--- config.mk ---
export PLATFORM = sky130hd
export DESIGN_NAME = mac_operand_sequencer
export DESIGN_NICKNAME = d
export VERILOG_FILES = /design/src/rtl/mac_operand_sequencer.sv
export SDC_FILE = /design/constraint.sdc
export NUM_CORES = 1
export LEC_CHECK = 0
export BUFFER_PORTS_ARGS = -buffer_cell sky130_fd_sc_hd__buf_2
export CORE_UTILIZATION = 50
export CTS_CLUSTER_DIAMETER = 120
export DETAILED_ROUTE_END_ITERATION = 10
export PLACE_DENSITY_LB_ADDON = 0.05
export SYNTH_ARGS = -nofsm -noshare
export SYNTH_HDL_FRONTEND = slang
export SYNTH_SLANG_ARGS = --single-unit
--- constraint.sdc ---
create_clock -name i_clk -period 7 [get_ports i_clk]
set_clock_uncertainty 0.1 [all_clocks]
set_input_delay 1.05 -clock i_clk [delete_from_list [all_inputs] [get_ports i_clk]]
set_output_delay 1.05 -clock i_clk [all_outputs]
set_load 0.03 [all_outputs]
--- src/rtl/mac_operand_sequencer.sv ---
// Operand feeder for the 4x4 Vedic MAC: FIFO-buffered pairs, clear/run/flush sequencing.
// Optional sticky accumulator-overflow flag enabled by defining SEQ_OVF_FLAG_EN.
module mac_operand_sequencer #(
  parameter int unsigned DEPTH = 4,
  parameter int unsigned AW    = 2
) (
  input  logic          i_clk,
  input  logic          i_rst,
  input  logic          i_in_valid,
  input  logic [3:0]    i_in_a,
  input  logic [3:0]    i_in_b,
  output logic          o_in_ready,
  input  logic          i_start,
  input  logic [3:0]    i_cfg_len,
  output logic          o_busy,
  output logic [3:0]    o_mac_a,
  output logic [3:0]    o_mac_b,
  output logic          o_mac_clr,
  output logic          o_done,
  output logic [AW:0]   o_level,
  output logic          o_ovf
);

  typedef enum logic [1:0] {StIdle, StClr, StRun, StFlush} state_e;

  localparam logic [AW:0] LvlFull = (AW + 1)'(DEPTH);

  state_e      r_state, w_state_next;
  logic [3:0]  r_mem_a [DEPTH];
  logic [3:0]  r_mem_b [DEPTH];
  logic [AW-1:0] r_wptr, r_rptr;
  logic [AW:0] r_count;
  logic [3:0]  r_remaining;
  logic        w_full, w_empty, w_push, w_pop, w_start_ok;

  assign w_full     = (r_count == LvlFull);
  assign w_empty    = (r_count == '0);
  assign w_push     = i_in_valid && !w_full;
  assign w_pop      = (r_state == StRun) && !w_empty;
  assign w_start_ok = (r_state == StIdle) && i_start;
  assign o_in_ready = !w_full;
  assign o_level    = r_count;

  always_ff @(posedge i_clk) begin
    if (w_push) begin
      r_mem_a[r_wptr] <= i_in_a;
      r_mem_b[r_wptr] <= i_in_b;
    end
  end

  always_ff @(posedge i_clk) begin
    if (i_rst) begin
      r_wptr  <= '0;
      r_rptr  <= '0;
      r_count <= '0;
    end else begin
      if (w_push) r_wptr <= r_wptr + 1'b1;
      if (w_pop)  r_rptr <= r_rptr + 1'b1;
      unique case ({w_push, w_pop})
        2'b10:   r_count <= r_count + 1'b1;
        2'b01:   r_count <= r_count - 1'b1;
        default: r_count <= r_count;
      endcase
    end
  end

  // State register plus term counter.
  always_ff @(posedge i_clk) begin
    if (i_rst) begin
      r_state     <= StIdle;
      r_remaining <= '0;
    end else begin
      r_state <= w_state_next;
      if (w_start_ok) begin
        r_remaining <= (i_cfg_len == '0) ? 4'd1 : i_cfg_len;
      end else if (w_pop) begin
        r_remaining <= r_remaining - 1'b1;
      end
    end
  end

  always_comb begin
    w_state_next = r_state;
    unique case (r_state)
      StIdle:  if (i_start) w_state_next = StClr;
      StClr:   w_state_next = StRun;
      StRun:   if (w_pop && (r_remaining == 4'd1)) w_state_next = StFlush;
      StFlush: w_state_next = StIdle;
      default: w_state_next = StIdle;
    endcase
  end

  always_comb begin
    o_busy    = (r_state != StIdle);
    o_mac_a   = '0;
    o_mac_b   = '0;
    o_mac_clr = 1'b0;
    o_done    = 1'b0;
    unique case (r_state)
      StClr:   o_mac_clr = 1'b1;
      StRun: begin
        if (w_pop) begin
          o_mac_a = r_mem_a[r_rptr];
          o_mac_b = r_mem_b[r_rptr];
        end
      end
      StFlush: o_done = 1'b1;
      default: ;
    endcase
  end

`ifdef SEQ_OVF_FLAG_EN
  // Shadow of the downstream accumulator with one extra bit to catch 8-bit wrap.
  logic [8:0] r_shadow;
  logic       r_ovf;
  logic [7:0] w_prod;
  logic [8:0] w_shadow_sum;

  assign w_prod       = {4'b0, o_mac_a} * {4'b0, o_mac_b};
  assign w_shadow_sum = r_shadow + {1'b0, w_prod};
  assign o_ovf        = r_ovf;

  always_ff @(posedge i_clk) begin
    if (i_rst) begin
      r_shadow <= '0;
      r_ovf    <= 1'b0;
    end else begin
      if (w_start_ok) r_ovf <= 1'b0;
      if (r_state == StClr) begin
        r_shadow <= '0;
      end else if (w_pop) begin
        r_shadow <= w_shadow_sum;
        if (w_shadow_sum[8]) r_ovf <= 1'b1;
      end
    end
  end
`else
  assign o_ovf = 1'b0;
`endif

endmodule

==> run_summary.xml <==
<?xml version="1.0" encoding="UTF-8"?>
<metrics>
  <group name="synthesis">
    <metric name="asyncSetResetFlopFracSynth" unit="">0</metric>
    <metric name="synth.yosys.warnings" unit="">0</metric>
    <metric name="yosysSeqAreaShare" unit="">0.589</metric>
    <metric name="synth_enable_flop_cells" unit="">32</metric>
    <metric name="post_synth.cell_area_avg" unit="um^2">14.0</metric>
    <metric name="synth.ff_latch_count" unit="">47</metric>
    <metric name="mappedNetlistArea" unit="mm^2">0.00214</metric>
    <metric name="post_synth_inst_count" unit="">153</metric>
    <metric name="synth-main-ff-cell" unit="">edfxtp_1</metric>
    <metric name="ys_types" unit="">40</metric>
    <metric name="number_of_nets_in_the_synthesized_netlist" unit="">182</metric>
  </group>
  <group name="floorplanning">
    <metric name="pin_count" unit="">32</metric>
    <metric name="floorplan.die_area" unit="mm^2">0.00454</metric>
    <metric name="placementRows" unit="">23</metric>
    <metric name="die_h" unit="um">67.4</metric>
    <metric name="die_width" unit="um">67.4</metric>
    <metric name="initial_utilization" unit="">0.527</metric>
    <metric name="core" unit="mm^2">0.00406</metric>
  </group>
  <group name="timing">
    <metric name="finalHoldViolations" unit="">0</metric>
    <metric name="max_slew.worst_pin.slew" unit="ns">0.555</metric>
    <metric name="max_clock_freq" unit="MHz">330</metric>
    <metric name="period_needed" unit="ns">3.03</metric>
    <metric name="rsz0062_at_grt" unit="">no</metric>
    <metric name="maxSlewHeadroom" unit="">0.629</metric>
    <metric name="setup_viol" unit="">0</metric>
    <metric name="slew_viol_final" unit="">0</metric>
    <metric name="setup_tns" unit="ns">0</metric>
    <metric name="final.period_utilization" unit="">0.432</metric>
  </group>
  <group name="power_and_ir_drop">
    <metric name="irDropWorstVdd" unit="uV">149</metric>
    <metric name="static-leakage-power" unit="nW">0.922</metric>
    <metric name="cellPowerDensity" unit="mW/mm^2">280</metric>
  </group>
  <group name="cts">
    <metric name="clock_latency" unit="ns">0.29</metric>
    <metric name="post-cts-setup-buffer-count" unit="">0</metric>
    <metric name="cts_resized" unit="">0</metric>
    <metric name="htreeDepth" unit="">2</metric>
    <metric name="numCtsBuffers" unit="">5</metric>
    <metric name="clock_path_buffers" unit="">2</metric>
    <metric name="clk_transition_reported_paths" unit="ns">0.08</metric>
    <metric name="cts.root.buffer_cell" unit="">clkbuf_8</metric>
    <metric name="tritoncts_clock_tree" unit="">yes</metric>
    <metric name="hold_buffers" unit="">0</metric>
    <metric name="cts_num_sinks" unit="">47</metric>
  </group>
  <group name="grt">
    <metric name="grt_remaining_overflow" unit="">0</metric>
    <metric name="grt_max_degree" unit="">16</metric>
    <metric name="grt_first_pass_wirelength" unit="um">5660</metric>
    <metric name="grt_antenna_before_repair" unit="">0</metric>
    <metric name="grt_pass1_vias" unit="">1184</metric>
    <metric name="grt_util_all_layers" unit="">0.180</metric>
  </group>
  <group name="worst_hold_path">
    <metric name="min_delay_endpoint" unit="">r_state[1]</metric>
    <metric name="worstHoldStart" unit="">r_state[1]</metric>
    <metric name="hold_class" unit="">flip-flop to flip-flop</metric>
    <metric name="min_path_cells" unit="">2</metric>
  </group>
  <group name="worst_setup_path">
    <metric name="rr_startpoint" unit="">r_state[0]</metric>
    <metric name="ff2ff_setup_slack" unit="ns">4.38</metric>
    <metric name="worst-r2r-cell-count" unit="">10</metric>
    <metric name="timing.rr.end" unit="">o_level[2]</metric>
    <metric name="path_max_fanout" unit="">8</metric>
    <metric name="cp_data_required_time" unit="ns">5.85</metric>
    <metric name="worst_path_class_setup" unit="">flip-flop to primary output</metric>
    <metric name="crit_path_end_kind" unit="">primary output</metric>
    <metric name="cp.arrival" unit="ns">1.88</metric>
    <metric name="startpoint_type" unit="">flip-flop</metric>
  </group>
  <group name="routing">
    <metric name="wl" unit="um">3560</metric>
    <metric name="drt_iter0_drc" unit="">64</metric>
    <metric name="vias_per_cell" unit="">5.31</metric>
    <metric name="drt_pre_antenna_iters" unit="">4</metric>
    <metric name="drt.antenna.violating_nets" unit="">0</metric>
    <metric name="dr_total_vias" unit="">1242</metric>
    <metric name="detail_route.wl_per_cell" unit="um">15.2</metric>
    <metric name="detailed_route_drc_error_count" unit="">0</metric>
  </group>
  <group name="place">
    <metric name="portBuffers" unit="">30</metric>
    <metric name="post_detail_place_hpwl" unit="um">2540</metric>
    <metric name="place_inst" unit="">226</metric>
    <metric name="postPlaceCellArea" unit="mm^2">0.00231</metric>
    <metric name="place.gp.congestion" unit="">0.737</metric>
  </group>
  <group name="layout">
    <metric name="areaGrowthSynthToFinish" unit="%">11.7</metric>
    <metric name="num-fill-cells" unit="">320</metric>
    <metric name="drive_above_1_share" unit="">0.288</metric>
    <metric name="final_nets" unit="">212</metric>
    <metric name="layout.cell_area.non_filler" unit="mm^2">0.00239</metric>
    <metric name="instances_no_fill" unit="">234</metric>
    <metric name="insertedDiodeCount" unit="">0</metric>
  </group>
  <group name="status">
    <metric name="outcome" unit="">finished, final reports clean</metric>
  </group>
  <group name="job">
    <metric name="maxCapViolations" unit="">0</metric>
  </group>
</metrics>
==> sequential cells by signal, indices dropped and copies added, names as in the netlist, named ones only <==
register,cells
r_mem_a,16
r_mem_b,16
r_remaining,4
o_level,3
r_state,2
r_rptr,2
r_wptr,2
==> per-stage QoR <==
step	hold WS, ns	worst slack, ns	util	power (mW)
2_1_floorplan	0.376	4.41	-	0.482
3_3_place_gp	0.397	4.28	0.568	0.517
3_5_place_dp	0.414	4.26	0.568	0.524
4_1_cts	0.427	3.92	0.589	0.678
5_1_grt	0.446	3.83	0.589	0.711
6_report	0.421	3.97	0.589	0.670
==> per-layer routing <==
layer / vias to the layer above / global-route usage / wire length (um)
met2: 25 / 0.294 / 1810
li1: 616 / - / -
met4: 0 / 0.0718 / 57
met5: - / 0 / 0
met3: 5 / 0.0574 / 143
met1: 596 / 0.220 / 1550
==> Yosys cell counts, types with 2 or more instances <==
library cell	number	area (um^2)
nor3_1	2	10.0
mux4_2	8	180
inv_1	11	41.3
and3_1	4	25.0
nand2b_1	3	18.8
o311ai_0	2	17.5
ha_1	12	150
nand2_1	4	15.0
a21oi_1	5	25.0
nor2_1	9	33.8
buf_6	2	22.5
clkbuf_1	2	7.51
dfxtp_1	15	300
nand3_1	3	15.0
xor2_1	3	26.3
or3_1	3	18.8
or3b_1	2	17.5
edfxtp_1	32	961
and2_1	8	50.1
a21o_1	2	15.0
o21ai_0	2	10.0
==> worst max path at each step <==
| stage | start | to | slack (ns) | cells after the start |
|---|---|---|---|---|
| after detailed placement | flip-flop | o_mac_a[3] | 4.26 | 3 |
| after global routing | flip-flop | o_mac_b[2] | 3.83 | 3 |
| final | flip-flop | o_mac_a[3] | 3.97 | 3 |
| after global placement | flip-flop | o_mac_b[3] | 4.28 | 3 |
| after CTS | flip-flop | o_mac_a[3] | 3.92 | 3 |
| after floorplan | i_in_valid | o_level[2] | 4.41 | 8 |
==> placed cells by master, fill, tap and decap left out, drive strengths merged, types with 4 or more instances in the layout <==
cell    netlist  routed
edfxtp       32      32
buf           5      30
dfxtp        15      15
ha           12      12
inv          12      12
nor2          9       9
mux4          8       8
and2          8       8
a21oi         6       6
clkbuf        2       5
and3          4       4
nand2         4       4
==> cell type report <==
class	count	area, um^2	area share
Sequential cell	47	1260	0.528
Multi-Input combinational cell	87	787	0.329
Timing Repair Buffer	30	150	0.0628
Clock buffer	5	68.8	0.0288
Tap cell	50	62.6	0.0262
Inverter	12	45.0	0.0188
Clock inverter	3	15.0	0.00628
==> critical path, stage by stage (launching register included) <==
cell and delay [ns]:
dfxtp_1 0.68, mux4_2 0.57, and2_1 0.16, buf_2 0.17
==> power breakdown <==
| group | leakage [nW] | internal [mW] | switching, mW |
|---|---|---|---|
| clock | 0.0438 | 0.0681 | 0.0857 |
| sequential | 0.417 | 0.324 | 0.0259 |
| combinational | 0.462 | 0.0673 | 0.0987 |
| total | 0.922 | 0.460 | 0.210 |
==> kinds of logic (layout without fill, tap and decap cells) <==
family | Yosys count | after routing | synth area share
xor gates and xnor gates | 4 | 4 | 0.0164
DFF | 47 | 47 | 0.589
muxes | 9 | 9 | 0.0889
and+or+nand+nor | 41 | 41 | 0.111
other | 1 | 1 | 0.00175
adders and majority gates | 13 | 13 | 0.0795
AOI/OAI and AO/OA | 19 | 19 | 0.0708
buffers and inverters | 19 | 50 | 0.0427
No activity file was read; power rests on OpenSTA's default activity.
